$ cat src/rtl/quadrature_encoder_emulator.sv
// Rotary-encoder emulator: turns detent commands into a Gray-coded A/B
// quadrature trace and press requests into a timed push-switch pulse.
module quadrature_encoder_emulator #(
  parameter int unsigned DWELL        = 4,
  parameter int unsigned PRESS_CYCLES = 16
) (
  input  logic       clk100Mhz,
  input  logic       reset,
  input  logic       cmd_valid,
  output logic       cmd_ready,
  input  logic [7:0] cmd_count,
  input  logic       cmd_dir,
  input  logic       press_req,
  output logic       enc_phase_a,
  output logic       enc_phase_b,
  output logic       enc_switch,
  output logic       busy,
  output logic       done,
  output logic [1:0] dbg_state
);

  // Handshake: a command transfers on a rising edge where cmd_valid and
  // cmd_ready are both high; cmd_ready is high only while IDLE.
  typedef enum logic [1:0] {
    ST_IDLE   = 2'd0,
    ST_ROTATE = 2'd1,
    ST_PRESS  = 2'd2
  } state_e;

  localparam logic [7:0]  DWELL_L = 8'(DWELL);
  localparam logic [15:0] PRESS_L = 16'(PRESS_CYCLES);

  state_e      state_q;
  logic [7:0]  rem_q;
  logic [1:0]  idx_q;
  logic [7:0]  dwell_q;
  logic [15:0] press_cnt_q;
  logic        dir_q;
  logic        a_q;
  logic        b_q;
  logic        sw_q;
  logic        busy_q;
  logic        done_q;
  logic        ready_q;
  logic        zero_pend_q;

  logic [1:0]  idx_d;
  logic [7:0]  rem_d;
  logic        lead_d;
  logic        lag_d;
  logic        a_d;
  logic        b_d;

  // idx is the position in the 4-state cycle (0 = 00). The leading phase is
  // high at positions 1 and 2, the lagging one at 2 and 3; direction swaps them.
  always_comb begin
    idx_d  = idx_q + 2'd1;
    rem_d  = rem_q;
    if (idx_q == 2'd3) begin
      rem_d = rem_q - 8'd1;
    end
    lead_d = (idx_d == 2'd1) || (idx_d == 2'd2);
    lag_d  = (idx_d == 2'd2) || (idx_d == 2'd3);
    a_d    = dir_q ? lag_d : lead_d;
    b_d    = dir_q ? lead_d : lag_d;
  end

  always_ff @(posedge clk100Mhz or negedge reset) begin
    if (!reset) begin
      state_q     <= ST_IDLE;
      rem_q       <= 8'd0;
      idx_q       <= 2'd0;
      dwell_q     <= 8'd0;
      press_cnt_q <= 16'd0;
      dir_q       <= 1'b0;
      a_q         <= 1'b0;
      b_q         <= 1'b0;
      sw_q        <= 1'b0;
      busy_q      <= 1'b0;
      done_q      <= 1'b0;
      ready_q     <= 1'b0;
      zero_pend_q <= 1'b0;
    end else begin
      // A zero-detent command finishes one cycle after acceptance without leaving IDLE.
      done_q      <= zero_pend_q;
      zero_pend_q <= 1'b0;
      unique case (state_q)
        ST_IDLE: begin
          ready_q <= 1'b1;
          if (ready_q && cmd_valid) begin
            if (cmd_count == 8'd0) begin
              zero_pend_q <= 1'b1;
            end else begin
              state_q <= ST_ROTATE;
              rem_q   <= cmd_count;
              dir_q   <= cmd_dir;
              idx_q   <= 2'd0;
              dwell_q <= 8'd1;
              busy_q  <= 1'b1;
              ready_q <= 1'b0;
            end
          end else if (ready_q && press_req) begin
            state_q     <= ST_PRESS;
            press_cnt_q <= PRESS_L;
            busy_q      <= 1'b1;
            ready_q     <= 1'b0;
          end
        end
        ST_ROTATE: begin
          if (dwell_q == 8'd1) begin
            if (rem_q == 8'd0) begin
              state_q <= ST_IDLE;
              busy_q  <= 1'b0;
              ready_q <= 1'b1;
              done_q  <= 1'b1;
            end else begin
              idx_q   <= idx_d;
              rem_q   <= rem_d;
              a_q     <= a_d;
              b_q     <= b_d;
              dwell_q <= DWELL_L;
            end
          end else begin
            dwell_q <= dwell_q - 8'd1;
          end
        end
        ST_PRESS: begin
          if (!sw_q) begin
            sw_q <= 1'b1;
          end else if (press_cnt_q == 16'd1) begin
            sw_q        <= 1'b0;
            press_cnt_q <= 16'd0;
            state_q     <= ST_IDLE;
            busy_q      <= 1'b0;
            ready_q     <= 1'b1;
            done_q      <= 1'b1;
          end else begin
            press_cnt_q <= press_cnt_q - 16'd1;
          end
        end
        default: begin
          state_q <= ST_IDLE;
          busy_q  <= 1'b0;
          ready_q <= 1'b0;
        end
      endcase
    end
  end

  assign cmd_ready   = ready_q;
  assign enc_phase_a = a_q;
  assign enc_phase_b = b_q;
  assign enc_switch  = sw_q;
  assign busy        = busy_q;
  assign done        = done_q;
  assign dbg_state   = state_q;

endmodule
$ cat config.mk
export PLATFORM = sky130hd
export DESIGN_NAME = quadrature_encoder_emulator
export DESIGN_NICKNAME = d
export VERILOG_FILES = /design/src/rtl/quadrature_encoder_emulator.sv
export SDC_FILE = /design/constraint.sdc
export NUM_CORES = 1
export LEC_CHECK = 0
export CAP_MARGIN = 25
export CORE_AREA = 2 2 80 82
export CTS_CLUSTER_DIAMETER = 150
export DETAILED_ROUTE_END_ITERATION = 7
export DIE_AREA = 0 0 82 84
export GPL_TIMING_DRIVEN = 0
export HOLD_SLACK_MARGIN = 0.06
export PLACE_DENSITY = 0.6
export SYNTH_ARGS = -nofsm -noshare
export SYNTH_HDL_FRONTEND = slang
export SYNTH_SLANG_ARGS = --single-unit
$ cat constraint.sdc
create_clock -name clk100Mhz -period 3.95 [get_ports clk100Mhz]
set_input_delay 0.5925 -clock clk100Mhz [delete_from_list [all_inputs] [get_ports clk100Mhz]]
set_output_delay 0.5925 -clock clk100Mhz [all_outputs]
set_load 0.02 [all_outputs]
After elaboration in Yosys (flattened, before gate mapping)
Index checks and enable logic that the tools add are counted.
{"block": "classes", "addsub": 4, "eq_ne": 21, "n_mux": 56, "bitwise": 2, "n_reduce_logical": 17}
{"cell": "$mux 8", "count": 9}
{"cell": "$mux 16", "count": 4}
{"cell": "$pmux 16 s2", "count": 1}
{"cell": "$pmux 8 s2", "count": 2}
{"cell": "$mux 1", "count": 24}
{"cell": "$mux 2", "count": 11}
{"cell": "$ne 2x2->1 const B", "count": 10}
{"cell": "$eq 16x1->1 const B", "count": 1}
{"cell": "$logic_not 8->1", "count": 2}
{"cell": "$sub 16x1->16 const B", "count": 1}
{"cell": "$sub 8x1->8 const B", "count": 2}
{"cell": "$reduce_and 4->1", "count": 3}
{"cell": "$reduce_and 6->1", "count": 2}
{"cell": "$ne 3x3->1 const B", "count": 3}
{"cell": "$eq 2x2->1 const B", "count": 4}
{"cell": "$eq 8x1->1 const B", "count": 1}
{"cell": "$pmux 1 s3", "count": 2}
{"cell": "$pmux 2 s3", "count": 1}
{"cell": "$reduce_and 3->1", "count": 2}
{"cell": "$reduce_and 5->1", "count": 1}
{"cell": "$eq 2x1->1 const B", "count": 2}
{"cell": "$pmux 2 s2", "count": 1}
{"cell": "$reduce_bool 2->1", "count": 2}
{"cell": "$add 2x1->2 const B", "count": 1}
{"cell": "5 further kinds", "count": 8}
{"block": "word_totals", "register_bits": 44, "in_bits": 13, "out_inout_bits": 8, "wordCells": 113}

Logic depth before layout (Yosys ltp)
Gate-level depths: netlist (run 1).
{"block": "depth", "depth_word": 5, "mapped_depth": 9, "mapped_depth_nobuf": 7}

Least setup slack after synthesis (run 1)
OpenSTA, ideal clock, no wires.
{"block": "synth_timing", "path_kind": "reg-to-reg", "startpoint": "reg press_cnt_q[1]", "endpoint": "reg ready_q (netlist: cmd_ready)", "setup_ns": 0.123, "arrival_time_ns": 2.161, "t_required_ns": 3.827, "path_slack_ns": 1.666, "stages_incl_launch_ff": 8, "n_path_buf": 0, "synth_period_minus_slack_ns": 2.284, "cell_sequence": "dfrtp_1 inv_1 ha_1 or4b_2 o41a_1 a2111oi_4 o21ai_2 o221a_1"}
{"block": "synth_via", "elab_chain_cells": 3}
{"item": "start, declared", "line_no": "37", "text": "logic [15:0] press_cnt_q;"}
{"item": "start signal, assigned", "line_no": "138", "text": "press_cnt_q <= press_cnt_q - 16'd1;"}
{"item": "$eq 16x1->1", "line_no": "130", "text": "end else if (press_cnt_q == 16'd1) begin"}
{"item": "$ne 2x2->1 (no source line)"}
{"item": "$reduce_and 4->1 (no source line)"}
{"item": "end signal, assigned", "line_no": "114", "text": "ready_q <= 1'b1;"}
{"item": "end signal, assigned", "line_no": "135", "text": "ready_q <= 1'b1;"}
{"item": "end signal, assigned", "line_no": "144", "text": "ready_q <= 1'b0;"}
{"item": "end, declared", "line_no": "44", "text": "logic ready_q;"}
No other way between the ends.
A chain may end at the register's enable or synchronous reset.

Worst setup path after layout (run 1)
{"block": "layout_timing", "startpoint": "in cmd_count[4]", "endpoint": "reg dwell_q[4]"}
{"block": "layout_via", "elab_chain_cells": 3}
{"item": "start, declared", "line_no": "11", "text": "input logic [7:0] cmd_count,"}
{"item": "$logic_not 8->1", "line_no": "91", "text": "if (cmd_count == 8'd0) begin"}
{"item": "$ne 2x2->1 (no source line)"}
{"item": "$reduce_and 4->1 (no source line)"}
{"item": "end signal, assigned", "line_no": "124", "text": "dwell_q <= dwell_q - 8'd1;"}
{"item": "end, declared", "line_no": "36", "text": "logic [7:0] dwell_q;"}
No other way between the ends.

==> reports/summary.log, run 1 <==
qor: run_status.outcome finished, final reports clean
qor: detailed_routing.vias 2262
qor: yosys.yosysWarningCount 0
qor: yosys.netlist-cell-type-count 57
qor: grt.grt_max_degree 31
qor: detailed_routing.drtAntennaViolNets 0
qor: timing.final-max-slew-violation-count 0
qor: clock_network.cts_tree built
qor: power_and_ir_drop.vdd_drop_max 0.324 mV
qor: floorplanning.coreArea 6100 sq um
qor: job.max_cap_violations 0
qor: grt.grt_usage 19.1%
qor: floorplanning.die_footprint 6890 sq um
qor: floorplanning.die_w 82 um
qor: yosys.synth_sequential_area_ratio 42.0%
qor: yosys.synth.net_count 316
qor: clock_network.htree_levels 2
qor: grt.via_count_of_the_first_global_routing_pass 2117
qor: setup_path.worst-endpoint-arrival 2840 ps
qor: grt.grt_overflow 0
qor: timing.unrepaired_setup_endpoints_after_global_routing false
qor: hold_path.hp-class in2async
qor: timing.worst_pin_slew 743 ps
qor: setup_path.timing.critical_path.from_type primary input
qor: clock_network.cts_repair_resize_count 0
qor: setup_path.critPathMaxStageDelay 610 ps
qor: timing.max_clock_freq 382 MHz
qor: yosys.syn_avg_cell_area 8.97 sq um
qor: power_and_ir_drop.leakage 1.27 nW
qor: detailed_routing.drt-wirelength-per-cell 15.4 um
qor: timing.final_period_minus_worst_setup_slack 2620 ps
qor: timing.tns 0 ps
qor: detailed_routing.drt-vias-per-instance 5.68
qor: yosys.netlist.area_leader.share 42.0%
qor: detailed_routing.number_of_detailed_routing_iterations_run_before_antenna_repair 4
qor: yosys.syn-cell-area 2620 sq um
qor: yosys.synth_enable_flop_cells 0
qor: clock_network.ctsLongestPathBuffers 2
qor: timing.slew_headroom 50.2%
qor: floorplanning.std_cell_rows 29
qor: power_and_ir_drop.power 2.53 mW
qor: floorplanning.die_height 84 um
qor: timing.final.setup.worst_slack 1330 ps
qor: placement.port_buffers 20
qor: setup_path.cp_slowest_cell sky130_fd_sc_hd__or4_1
qor: setup_path.crit_path_cell_trace clkdlybuf4s50_1, or4_1, o21bai_1, and2_1, buf_2, buf_2, nor2_1, a21oi_1
qor: yosys.synth.largest_area_cell sky130_fd_sc_hd__dfrtp_1
qor: yosys.synth_most_common_cell sky130_fd_sc_hd__dfrtp_1
qor: setup_path.criticalPathCategory in2reg
qor: clock_network.clock_sinks 44
qor: timing.final_hold_vios 0
qor: yosys.synth.ff_latch_count 44
qor: grt.antenna_found_initial 0
qor: yosys.synthesis.instances 292
qor: yosys.synth.top_cells.by_area sky130_fd_sc_hd__dfrtp_1, sky130_fd_sc_hd__ha_1, sky130_fd_sc_hd__nor2_1
qor: placement.gp_routability_congestion 0.873
qor: finish.antenna_cells_inserted 0
qor: floorplanning.start_util 43.0%
qor: clock_network.num_cts_buffers 5
qor: detailed_routing.detail_route.wirelength 6120 um
qor: setup_path.timing.critical_path.to_type flip-flop
qor: floorplanning.boundaryPins 21
qor: yosys.yosys-top-cells-count sky130_fd_sc_hd__dfrtp_1, sky130_fd_sc_hd__nor2_1, sky130_fd_sc_hd__nand2_1, sky130_fd_sc_hd__o21ai_0, sky130_fd_sc_hd__inv_1
qor: finish.fraction_of_layout_instances_using_a_drive_strength_above_1 8.72%
qor: clock_network.clock_insertion_delay_worst_skew 300 ps
qor: clock_network.holdBufCountCts 0
qor: finish.layout_area_overhead 16.5%
qor: yosys.ys_async_sr_fraction 100%
qor: detailed_routing.initialDrtViolationCount 89
qor: clock_network.clk_transition_reported_paths 90 ps
qor: yosys.yosys_most_used_dff sky130_fd_sc_hd__dfrtp_1
qor: timing.finalCritPeriodShare 66.3%
qor: setup_path.critical_path.max_fanout 10
qor: power_and_ir_drop.power_density 828 nW/um^2
qor: placement.dpl.hpwl 4480 um
qor: timing.setup_viol 0
qor: clock_network.cts_root_buf sky130_fd_sc_hd__clkbuf_8
qor: setup_path.critPathMostFrequentCell sky130_fd_sc_hd__buf_2
qor: setup_path.cp_data_required_time 4170 ps
qor: finish.num-nets-final 344
qor: timing.fin_worst_skew 7.74 ps
qor: placement.worst_slack_after_detailed_placement 1030 ps
qor: grt.grt_pass1_wl 10300 um
qor: detailed_routing.drcViolationCount 0
qor: clock_network.post_cts_buffers 0
-- final timing paths --
path | from | endpoint | slack (ps) | depth (start not counted)
max in group asynchronous | reset | idx_q[1]$_DFFE_PN0P_ | 3260 | 2
min reg2reg | enc_phase_a$_DFFE_PN0P_ | enc_phase_a$_DFFE_PN0P_ | 490 | 2
max | cmd_count[4] | dwell_q[4]$_DFFE_PN0P_ | 1330 | 8
min in group clk100Mhz | enc_phase_a$_DFFE_PN0P_ | enc_phase_a$_DFFE_PN0P_ | 490 | 2
max reg2reg | dbg_state[1]$_DFFE_PN0P_ | rem_q[6]$_DFFE_PN0P_ | 1400 | 8
min | reset | busy$_DFFE_PN0P_ | 200 | 1
-- routing by layer --
layer | global-route usage [%] | part of all wire [%] | up-vias
li1 | - | - | 1112
met1 | 27.0 | 49 | 1091
met2 | 29.9 | 45 | 49
met3 | 3.25 | 4.2 | 10
met4 | 5.45 | 1.6 | 0
met5 | 0 | 0 | -
-- cell type report --
type | instances | area, sq um
timing repair buffer | 21 | 215
fill | 579 | 3040
sequential | 44 | 1100
multi-input combinational | 218 | 1400
clock inverter | 2 | 38.8
tap | 77 | 96.3
inverter | 17 | 63.8
clock buffer | 6 | 82.6
buffer | 13 | 55.1
-- cells in the final DEF (no fill, tap or decap), drive strengths merged, types with 3 or more instances in the layout --
cell / count
xnor2: 11
nand3: 5
nor2: 35
a21oi: 15
or4: 6
o41ai: 3
o22a: 4
and2: 4
clkdlybuf4s50: 19
inv: 17
nor4: 8
dfrtp: 44
ha: 11
buf: 6
nor3: 10
o31ai: 5
nand2: 24
o21ai: 19
or3: 10
or2: 4
clkbuf: 15
-- kinds of logic (layout without fill, tap and decap cells) --
group	after synthesis	in the layout	synth area share, %
simple gates	117	117	22.4
compound gates	76	76	20.9
fa+ha+maj	11	11	5.26
mux	2	2	0.812
flops	44	44	42.0
xor+xnor	12	12	4.01
buf+inv	30	59	4.54
-- metrics by stage --
stage          hold WS [ps]  instances  instance area (sq um)  utilization [%]
6_report                198        398                   3050             50.1
5_1_grt                 217        398                   3050             50.1
4_1_cts                 198        398                   3050             50.1
3_5_place_dp            479        390                   2930             48.1
3_3_place_gp            466        389                   2920             47.8
2_1_floorplan           297        292                   2620                -
-- worst max-delay path: cells and delay by family --
| kind | cells | cell delay (ps) |
|---|---|---|
| buffers and inverters | 3 | 890 |
| AOI/OAI and AO/OA | 2 | 430 |
| and+or+nand+nor | 3 | 930 |
-- where the power goes --
group          total (mW)  switching (mW)  internal (mW)
Clock               0.369           0.162          0.207
Sequential          0.809           0.179          0.630
Combinational        1.35           0.805          0.544
Total                2.53            1.15           1.38
-- flip-flops by register name (all words and copies together) (netlist names), 2 cells and up --
| signal | cells |
|---|---|
| dbg_state | 2 |
| dwell_q | 8 |
| idx_q | 2 |
| press_cnt_q | 16 |
| rem_q | 8 |
Note: power is estimated with default switching activity, not from simulation.
==> inputs of run 2 (changes only) <==
Settings changed: PLACE_DENSITY 0.6 to 0.62.
Clock period 3.95 ns to 2.1 ns, I/O delays scaled along.
==> reports/summary.log, run 2 (synthesis results as in run 1) <==
qor: run_status.outcome finished, violations left
qor: run_status.violations_in_the_final_reports setup timing
qor: timing.unrepaired_setup_endpoints_after_global_routing true
qor: timing.setup_viol 17
qor: finish.highest_count_cells_in_the_layout_ignoring_fill_and_taps sky130_fd_sc_hd__dfrtp_1, sky130_fd_sc_hd__nor2_1, sky130_fd_sc_hd__nand2_1, sky130_fd_sc_hd__buf_4, sky130_fd_sc_hd__clkdlybuf4s50_1
qor: finish.num-nets-final 365
qor: floorplanning.start_util 43.0%
qor: placement.place.detailed.instances 390
qor: grt.grt_pass1_wl 11000 um
qor: finish.largest_register_ff_count 16
qor: setup_path.critical_path.max_fanout 6
qor: clock_network.ctsLongestPathBuffers 2
qor: placement.port_buffers 20
qor: grt.grt_max_degree 26
qor: finish.fraction_of_layout_instances_using_a_drive_strength_above_1 31.0%
qor: power_and_ir_drop.leakage 1.40 nW
qor: timing.final-max-slew-violation-count 0
qor: clock_network.clk_transition_reported_paths 90 ps
qor: detailed_routing.drt-vias-per-instance 5.80
qor: placement.gp_routability_congestion 0.820
qor: job.max_cap_violations 0
qor: clock_network.num_cts_buffers 5
qor: clock_network.cts_root_buf sky130_fd_sc_hd__clkbuf_8
qor: timing.final_period_minus_worst_setup_slack 2350 ps
qor: detailed_routing.drtAntennaViolNets 0
qor: clock_network.cts_tree built
qor: finish.fin_cells 419
qor: placement.dpl.hpwl 4570 um
qor: grt.grt_overflow 0
qor: power_and_ir_drop.share_seq_of_total_power 27.8%
qor: floorplanning.coreArea 6100 sq um
qor: timing.finalCritPeriodShare 112%
qor: timing.tns -2360 ps
qor: setup_path.criticalPathCategory reg2reg
qor: power_and_ir_drop.sw_share 46.2%
qor: power_and_ir_drop.p_comb_share 62.1%
qor: timing.fin_worst_skew 8.66 ps
qor: timing.max_clock_freq 425 MHz
qor: timing.final.setup.worst_slack -253 ps
qor: finish.antenna_cells_inserted 0
qor: power_and_ir_drop.power_frac_clock 10.1%
qor: detailed_routing.number_of_detailed_routing_iterations_run_before_antenna_repair 4
qor: timing.final_hold_vios 0
qor: detailed_routing.vias 2431
qor: finish.final_core_utilization 58.1%
qor: finish.largest_register press_cnt_q
qor: setup_path.worst-endpoint-arrival 2540 ps
qor: power_and_ir_drop.internal_pwr_total 3.04 mW
qor: finish.reg_top3 press_cnt_q x16, dwell_q x8, rem_q x8
qor: setup_path.cp_data_required_time 2290 ps
qor: setup_path.timing.critical_path.to_type flip-flop
qor: finish.layout_area_overhead 35.2%
qor: grt.via_count_of_the_first_global_routing_pass 2316
qor: floorplanning.boundaryPins 21
qor: setup_path.r2r_worst_path_depth 6
qor: power_and_ir_drop.vdd_drop_max 0.858 mV
qor: detailed_routing.drcViolationCount 0
qor: timing.worst_pin_slew 520 ps
qor: power_and_ir_drop.power_density 1600 nW/um^2
qor: clock_network.clock_insertion_delay_worst_skew 310 ps
qor: power_and_ir_drop.power 5.65 mW
qor: finish.filler_cell_count 522
qor: timing.whs 504 ps
qor: timing.slew_headroom 65.1%
qor: floorplanning.die_height 84 um
qor: finish.layout.cells.most_common sky130_fd_sc_hd__dfrtp_1
qor: floorplanning.std_cell_rows 29
qor: grt.grt_usage 20.6%
qor: clock_network.clock_sinks 44
qor: detailed_routing.initialDrtViolationCount 140
qor: floorplanning.die_footprint 6890 sq um
qor: clock_network.htree_levels 2
qor: grt.antenna_found_initial 0
qor: floorplanning.die_w 82 um
qor: power_and_ir_drop.switching_power_total 2.61 mW
qor: setup_path.timing.critical_path.from_type flip-flop
qor: detailed_routing.detail_route.wirelength 6960 um
qor: detailed_routing.drt-wirelength-per-cell 16.6 um
qor: hold_path.hp-class in2async
[run 2: cell type report]
cell class	instances	area, sq um	area share, %
flip-flops and latches	44	1110	31.2
plain buffers	10	87.6	2.47
clock inverters	3	23.8	0.672
inverters	17	63.8	1.80
clock buffers	5	68.8	1.94
repair buffers	44	394	11.1
multi-input cells	219	1700	48.0
well taps	77	96.3	2.72
[run 2: worst max-delay path: stages (launching register included)]
cell,delay [ps]
sky130_fd_sc_hd__dfrtp_1,400
sky130_fd_sc_hd__or4_4,530
sky130_fd_sc_hd__buf_6,140
sky130_fd_sc_hd__o41a_1,530
sky130_fd_sc_hd__a2111oi_4,290
sky130_fd_sc_hd__o21ai_2,110
sky130_fd_sc_hd__o221a_1,230
[run 2: repair_timing]
item | CTS | global route
buffers inserted | 7 | 14
pin swaps | 9 | 18
resized for setup | 35 | 55
hold buffers | 1 | 0
endpoints found under the setup margin | 38 | 37
endpoints found under the hold margin | 19 | 0
gates cloned | 0 | 2
[run 2: through the flow]
| step | setup slack [ps] | instance area [sq um] |
|---|---|---|
| floorplan | -127 | 2630 |
| global placement | -567 | 2930 |
| detailed placement | -570 | 2940 |
| CTS | -325 | 3230 |
| global route | -303 | 3540 |
| finish | -253 | 3540 |
[run 2: routing by layer]
metal / GRT usage, % / vias up / routed length (um)
li1: - / 1158 / -
met1: 25.9 / 1203 / 2940
met2: 34.2 / 60 / 3650
met3: 3.68 / 10 / 264
met4: 8.33 / 0 / 108
met5: 0 / - / 0
[run 2: worst paths after layout]
kind	start	to	slack, ps
max	press_cnt_q[6]$_DFFE_PN0P_	cmd_ready$_DFFE_PN0P_	-250
min	reset	dwell_q[2]$_DFFE_PN0P_	500
max reg2reg	press_cnt_q[6]$_DFFE_PN0P_	cmd_ready$_DFFE_PN0P_	-250
min reg2reg	enc_phase_b$_DFFE_PN0P_	enc_phase_b$_DFFE_PN0P_	500
max in group asynchronous	reset	press_cnt_q[4]$_DFFE_PN0P_	1070
min in group clk100Mhz	enc_phase_b$_DFFE_PN0P_	enc_phase_b$_DFFE_PN0P_	500
[run 2: power by group through the flow]
stage          clock, mW  sequential [mW]  combinational (mW)
2_1_floorplan          0             1.52                1.85
3_3_place_gp           0             1.53                2.52
3_5_place_dp           0             1.54                2.57
4_1_cts            0.578             1.54                2.89
5_1_grt            0.620             1.62                3.85
6_report           0.570             1.57                3.51
